<file path="config.mk">
export PLATFORM = sky130hd
export DESIGN_NAME = spi_ram
export DESIGN_NICKNAME = d
export VERILOG_FILES = /design/src/rtl/spi_ram_pkg.sv /design/src/rtl/spi_ram_mem.sv /design/src/rtl/spi_ram.sv
export SDC_FILE = /design/constraint.sdc
export NUM_CORES = 2
export LEC_CHECK = 0
export CORE_MARGIN = 2
export CORE_UTILIZATION = 40
export CTS_CLUSTER_DIAMETER = 100
export CTS_CLUSTER_SIZE = 25
export DETAILED_ROUTE_END_ITERATION = 8
export PLACE_DENSITY = 0.63
export SETUP_SLACK_MARGIN = 0.5
export SLEW_MARGIN = 20
export SYNTH_ARGS = -nofsm -noshare
export SYNTH_HDL_FRONTEND = slang
export SYNTH_SLANG_ARGS = --single-unit
export TNS_END_PERCENT = 20
</file>
<file path="constraint.sdc">
create_clock -name clk -period 2.69 [get_ports clk]
set_clock_uncertainty 0.2 [all_clocks]
set_input_delay 0.538 -clock clk [delete_from_list [all_inputs] [get_ports clk]]
set_output_delay 0.538 -clock clk [all_outputs]
set_load 0.1 [all_outputs]
</file>
<file path="src/rtl/spi_ram_pkg.sv">
// spi_ram_pkg: opcodes and default geometry for the SPI-attached RAM.
package spi_ram_pkg;
  typedef enum logic [1:0] {
    CMD_WR_ADDR = 2'b00,
    CMD_WR_DATA = 2'b01,
    CMD_RD_ADDR = 2'b10,
    CMD_RD_DATA = 2'b11
  } opcode_t;
  localparam int MEM_DEPTH_DEF = 256;
  localparam int ADDR_SIZE_DEF = 8;
endpackage

</file>
<file path="src/rtl/spi_ram_mem.sv">
// spi_ram_mem: byte storage with one write port and one registered read port, no reset.
module spi_ram_mem
  import spi_ram_pkg::*;
#(
  parameter int DEPTH = MEM_DEPTH_DEF,
  parameter int AW = ADDR_SIZE_DEF
) (
  input  logic          clk,
  input  logic          we,
  input  logic [AW-1:0] waddr,
  input  logic [7:0]    wdata,
  input  logic          re,
  input  logic [AW-1:0] raddr,
  output logic [7:0]    rdata
);
  logic [7:0] mem [DEPTH];
  always_ff @(posedge clk) begin
    if (we) mem[waddr] <= wdata;
    if (re) rdata <= mem[raddr];
  end
endmodule

</file>
<file path="src/rtl/spi_ram.sv">
// spi_ram: command decoder for an SPI slave front end; SPI_RAM_ERR_EN adds the sticky cmd_err output.
module spi_ram
  import spi_ram_pkg::*;
#(
  parameter int MEM_DEPTH = MEM_DEPTH_DEF,
  parameter int ADDR_SIZE = ADDR_SIZE_DEF
) (
  input  logic       clk,
  input  logic       rst,
  input  logic [9:0] din,
  input  logic       rx_valid,
  output logic [7:0] dout,
  output logic       tx_valid
`ifdef SPI_RAM_ERR_EN
  ,
  output logic       cmd_err
`endif
);
  logic                 prev_rx, accept, dout_clr;
  logic [ADDR_SIZE-1:0] wr_addr, rd_addr;
  logic [7:0]           rdata;
  opcode_t              op;
  assign op     = opcode_t'(din[9:8]);
  assign accept = rx_valid & ~prev_rx & ~rst;
  // the read register has no reset, so dout is forced to zero until the first read after reset
  assign dout   = dout_clr ? '0 : rdata;
  always_ff @(posedge clk) begin
    if (rst) begin
      prev_rx  <= 1'b0;
      tx_valid <= 1'b0;
      dout_clr <= 1'b1;
      wr_addr  <= '0;
      rd_addr  <= '0;
    end else begin
      prev_rx <= rx_valid;
      if (accept) begin
        tx_valid <= op == CMD_RD_DATA;
        if (op == CMD_RD_DATA) dout_clr <= 1'b0;
        if (op == CMD_WR_ADDR) wr_addr <= din[ADDR_SIZE-1:0];
        if (op == CMD_WR_DATA) wr_addr <= wr_addr + 1'b1;
        if (op == CMD_RD_ADDR) rd_addr <= din[ADDR_SIZE-1:0];
      end
    end
  end
`ifdef SPI_RAM_ERR_EN
  logic rd_armed, wa_set;
  always_ff @(posedge clk) begin
    if (rst) begin
      cmd_err  <= 1'b0;
      rd_armed <= 1'b0;
      wa_set   <= 1'b0;
    end else if (accept) begin
      cmd_err  <= cmd_err | (op == CMD_RD_DATA && !rd_armed) | (op == CMD_WR_DATA && !wa_set);
      rd_armed <= op == CMD_RD_ADDR ? 1'b1 : op == CMD_RD_DATA ? 1'b0 : rd_armed;
      wa_set   <= wa_set | (op == CMD_WR_ADDR);
    end
  end
`endif
  spi_ram_mem #(.DEPTH(MEM_DEPTH), .AW(ADDR_SIZE)) u_mem (
    .clk  (clk),
    .we   (accept && op == CMD_WR_DATA),
    .waddr(wr_addr),
    .wdata(din[7:0]),
    .re   (accept && op == CMD_RD_DATA),
    .raddr(rd_addr),
    .rdata(rdata)
  );
endmodule

</file>
== Word level (Yosys, flattened, before mapping) ==
Memories as Yosys holds them, arrays and structs flattened. A register that Yosys moved wholly into a read port is not among the register bits.
Cells that the tools add are included.
Word-level totals
  flip-flop bits (word level): 19
  memories: 1
  logic and storage cells: 26
  bits in writable memories: 2048
Memory list
  u_mem.mem: depth 256, bits a word 8, rd ports 1, clocked after Yosys merged registers in 1, wr ports 1, RTL line spi_ram_mem.sv:16  | logic [7:0] mem [DEPTH];
Operators by class
  multiplexer cells: 5
  reduce and logical (&&, ||, !) cells: 7
  eq/ne operators: 3
  bitwise gates (word level): 4
  $add $sub $neg: 1
Operators by type and width (count)
  8-bit two-way mux: 3
  8-bit by 1-bit adder with 8-bit output, second input constant: 1
  2-bit AND reduction: 3
  2-bit equality test, second input constant: 2
  1-bit AND: 2
  2-bit by 1-bit equality test with 1-bit output, second input constant: 1
  1-bit logical AND: 2
  2-bit logical NOT: 1
  1-bit two-way mux: 2
  1-bit inverter: 2
  2-bit nonzero test: 1

== Longest topological paths before layout ==
  word-level depth: 6
  depth in mapped cells: 12

== Modules after synthesis ==
Synthesis repeated with hierarchy kept, for this count alone.
Second synthesis, totals
  cells, all modules: 3840
  area, all modules: 80577.3 um^2
By module, submodules not included
  spi_ram_mem: times used 1, cells each 3733, area each 79636.4 um^2
  spi_ram: times used 1, cells each 107, area each 940.9 um^2

== Worst setup path before layout ==
No wires, ideal clock.
  kind: input-to-reg
  start: input rx_valid
  end: memory u_mem.mem[221][0], enable pin
  data arrival time: 2193 ps
  buffers on the path: 1
  cell stages on the path: 6
  data required time: 2120 ps
  path slack: -73 ps
  path through: nand2b_1 > nor3_1 > and3_1 > nand3_1 > clkbuf_1 > nor2_1
On the way
  cells in the longest elaborated chain, start to end: 5
Ends and longest elaborated chain
  start: declaration: RTL line spi_ram.sv:11  | input logic rx_valid,
  1-bit AND (2 in series): RTL line spi_ram.sv:24  | assign accept = rx_valid & ~prev_rx & ~rst;
  1-bit logical AND: RTL line spi_ram.sv:61  | .we (accept && op == CMD_WR_DATA),
  1-bit two-way mux: RTL line spi_ram_mem.sv:18  | if (we) mem[waddr] <= wdata;
  1-bit two-way mux (not written as such): RTL line spi_ram_mem.sv:18
  end: declaration: RTL line spi_ram_mem.sv:16
No other way between the ends.

==> results.sh <==
export IMPL_status="complete, but fails checks"
export IMPL_violations="setup timing"
export IMPL_worstRegToRegCells=9
export IMPL_num_vias=41430
export IMPL_cts_reportedPaths_clkPinSlew_ps=100
export IMPL_drt_iter0_markers=4937
export IMPL_portBuffers=21
export IMPL_nNetsFinal=4519
export IMPL_start_util=0.4027
export IMPL_comb_power_share=0.036
export IMPL_post_route_period_util=1.185
export IMPL_routed_wl_um=209300
export IMPL_seq_area_um2=62140
export IMPL_cap_violations=0
export IMPL_die_h_um=452.5
export IMPL_area_delta_synth_final_pct=20.00
export IMPL_synth_avg_cell_area_um2=20.96
export IMPL_cts_root_buffer="clkbuf_16"
export IMPL_gr_total_overflow=0
export IMPL_ios=22
export IMPL_vias_per_cell=5.758
export IMPL_critPathKind="reg -> reg"
export IMPL_gp_congestion=0.8665
export IMPL_r2r_end="u_mem.rdata[0]"
export IMPL_dp_cells=6975
export IMPL_ctsLongestPathBuffers=3
export IMPL_first_pass_iters=5
export IMPL_synthFlopType="edfxtp_1"
export IMPL_min_path_cells=1
export IMPL_final_antenna_net_count=0
export IMPL_syn_inst=3839
export IMPL_htreeDepth=3
export IMPL_setup_viol=8
export IMPL_worstSetupEndpointType="flip-flop"
export IMPL_cts_buffers_inserted=93
export IMPL_rows=164
export IMPL_timing_reg2reg_setup_slack_ps=-500
export IMPL_antenna_found_initial=5
export IMPL_fillCellCount=16210
export IMPL_finalHoldViolations=0
export IMPL_dp_hpwl_um=133600
export IMPL_clock_latency_ps=780
export IMPL_drt_wirelength_per_cell_um=29.08
export IMPL_hold_end="u_mem.mem[240][5]"
export IMPL_post_place_ws_ps=-887.3
export IMPL_finalWorstSetupSlack_ps=-497.1
export IMPL_core_area_um2=199900
export IMPL_grt_pass1_vias=41300
export IMPL_pwr_share_clk=0.303
export IMPL_grt_max_degree=91
export IMPL_crit_arrival_ps=3510
export IMPL_synth_seq_cells=2075
export IMPL_period_needed_ps=3187
export IMPL_max_freq_mhz=313.8
export IMPL_final_area_um2=96570
export IMPL_die_w_um=452.5
export IMPL_leakage_uw=0.02937
export IMPL_multiInputGateArea_um2=18850
export IMPL_hold_path_class="in -> reg"
export IMPL_clkSinkCount=2075
export IMPL_cts_tree="built"
export IMPL_grt_pass1_wl_um=297100
export IMPL_timing_slew_headroom=0.4183
export IMPL_r2r_start="rd_addr[0]"
export IMPL_postPlaceCellArea_um2=91300
export IMPL_switching_share=0.2034
export IMPL_p_switching_uw=10920
export IMPL_synthesis_area_um2=80480
export IMPL_vdd_drop_max_mv=0.4490
export IMPL_die_area_um2=204800
export IMPL_cp_max_fo=15
export IMPL_layout_drive_gt1_share=0.3722
export IMPL_rsz0062_at_grt="true"
export IMPL_holdCritStartpoint="din[5]"
export IMPL_power_frac_seq=0.661
export IMPL_crit_path_start_kind="flip-flop"
export IMPL_synth_nets=3856
export IMPL_track_usage=0.1996
export IMPL_drv_slew=0
export IMPL_final_cells=7195
export IMPL_cp_required_ps=3010
export IMPL_async_reset_ff_frac=0
export IMPL_ys_seq_area_frac=0.7719
export IMPL_tightest_slew_ps=872.5
export IMPL_p_per_area_nw_per_um2=555.7
export IMPL_p_int_uw=42750
export IMPL_synth_cell_type_count=57
export IMPL_yosys_warnings=0
export IMPL_synth_edf_count=2056
export IMPL_drc=0
[registers in the layout, indices dropped and copies added, names as in the netlist]
register,flops
dout_clr,1
wr_addr,8
rd_addr,8
tx_valid,1
u_mem.rdata,8
prev_rx,1
u_mem.mem,2048
[worst max-delay path, cell delays in order (launching register included)]
cell	delay (ps)
dfxtp_4	410
buf_12	140
buf_16	160
buf_12	120
buf_16	160
mux4_2	530
a22oi_1	280
a21oi_1	300
a211oi_2	480
nor4_1	110
[final cells by class]
| type | instances | share of cell area |
|---|---|---|
| antenna | 1 | 0.00002591 |
| clock buffer | 126 | 0.02604 |
| clock inverter | 5 | 0.0008292 |
| inverter | 8 | 0.0003110 |
| multi-input combinational | 1512 | 0.1952 |
| sequential | 2075 | 0.6435 |
| tap | 2656 | 0.03441 |
| timing repair buffer | 812 | 0.09970 |
[cells in the mapped netlist (21+ instances only)]
library cell  number  area [um2]
a211oi_1          25       187.7
a21oi_1           99       495.5
a22oi_1          161        1209
buf_2             50       250.2
buf_4             29       217.7
buf_6             23       259.0
clkbuf_1         114       427.9
edfxtp_1        2056       61740
mux2i_1          132        1321
mux4_1            30       788.3
mux4_2           423        9527
nand2_1           59       221.5
nor2_1           301        1130
nor2b_1           21       131.4
nor4_1            30       187.7
o221ai_1          32       280.3
o22ai_1           40       250.2
[how the worst max path moves through the flow]
stage          startpoint        endpoint
2_1_floorplan  rd_addr[0]  u_mem.rdata[2]
3_3_place_gp   rd_addr[0]  u_mem.rdata[4]
3_5_place_dp   rd_addr[0]  u_mem.rdata[4]
4_1_cts        rd_addr[1]  u_mem.rdata[2]
5_1_grt        rd_addr[0]  u_mem.rdata[0]
6_report       rd_addr[0]  u_mem.rdata[0]
[power groups by stage]
stage / Sequential [uW] / Clock (uW) / Combinational [uW]
floorplan: 36200 / 0 / 634
global placement: 36200 / 0 / 1720
detailed placement: 36200 / 0 / 1770
CTS: 35500 / 16600 / 1830
global route: 35500 / 17600 / 2010
finish: 35500 / 16300 / 1910
[cell usage in the layout, fill, tap and decap left out, types with 63 or more instances in the layout]
cell type  netlist  layout
buf_6           23      63
nor2_4           0     116
clkbuf_16        0     108
a22oi_1        161     142
mux4_2         423     426
buf_4           29     487
edfxtp_1      2056    2056
mux2i_1        132     130
buf_12           8     209
a21oi_1         99      84
nor2_1         301      89
nor2_2           0      96
[repair_timing]
| item | in CTS | in global routing |
|---|---|---|
| gates resized for setup | 134 | 221 |
| endpoints found under the hold margin | 145 | 0 |
| hold buffers | 6 | 0 |
| cloned | 6 | 13 |
| buffers inserted | 4 | 59 |
| pin swaps | 13 | 60 |
| setup endpoints to repair | 1585 | 1017 |
[stage by stage]
| step | power (uW) | TNS, ps | utilization | hold WS (ps) |
|---|---|---|---|---|
| final | 53660 | -3528 | 0.4832 | 61.09 |
| after global routing | 55070 | -3536 | 0.4832 | 30.04 |
| after CTS | 53890 | -3323 | 0.4742 | 4.082 |
| after detailed placement | 38000 | -423240 | 0.4568 | 266.6 |
| after global placement | 37950 | -384090 | 0.4568 | 246.2 |
| after floorplan | 36870 | 0 | - | 319.5 |
[cell families (layout without fill, tap and decap cells)]
kind of cell / count (synthesis) / after routing / share of synthesized area
multiplexers: 585 / 585 / 0.1446
other: 0 / 1 / 0
AO/OA/AOI/OAI: 436 / 436 / 0.03761
buffers and inverters: 252 / 951 / 0.01881
flip-flops: 2075 / 2075 / 0.7719
AND/OR/NAND/NOR: 486 / 486 / 0.02637
adder cells (fa/ha/maj): 4 / 4 / 0.0006219
XOR/XNOR: 1 / 1 / 0.0001089
[routing by layer]
layer	vias up	share of wire	wire length, um	track usage
li1	17290	-	-	-
met1	22250	0.41	85670	0.2798
met2	1621	0.49	102700	0.3273
met3	266	0.067	14110	0.02669
met4	2	0.032	6770	0.05859
met5	-	0.000076	16	0
Power figures use the tool's default switching activity.
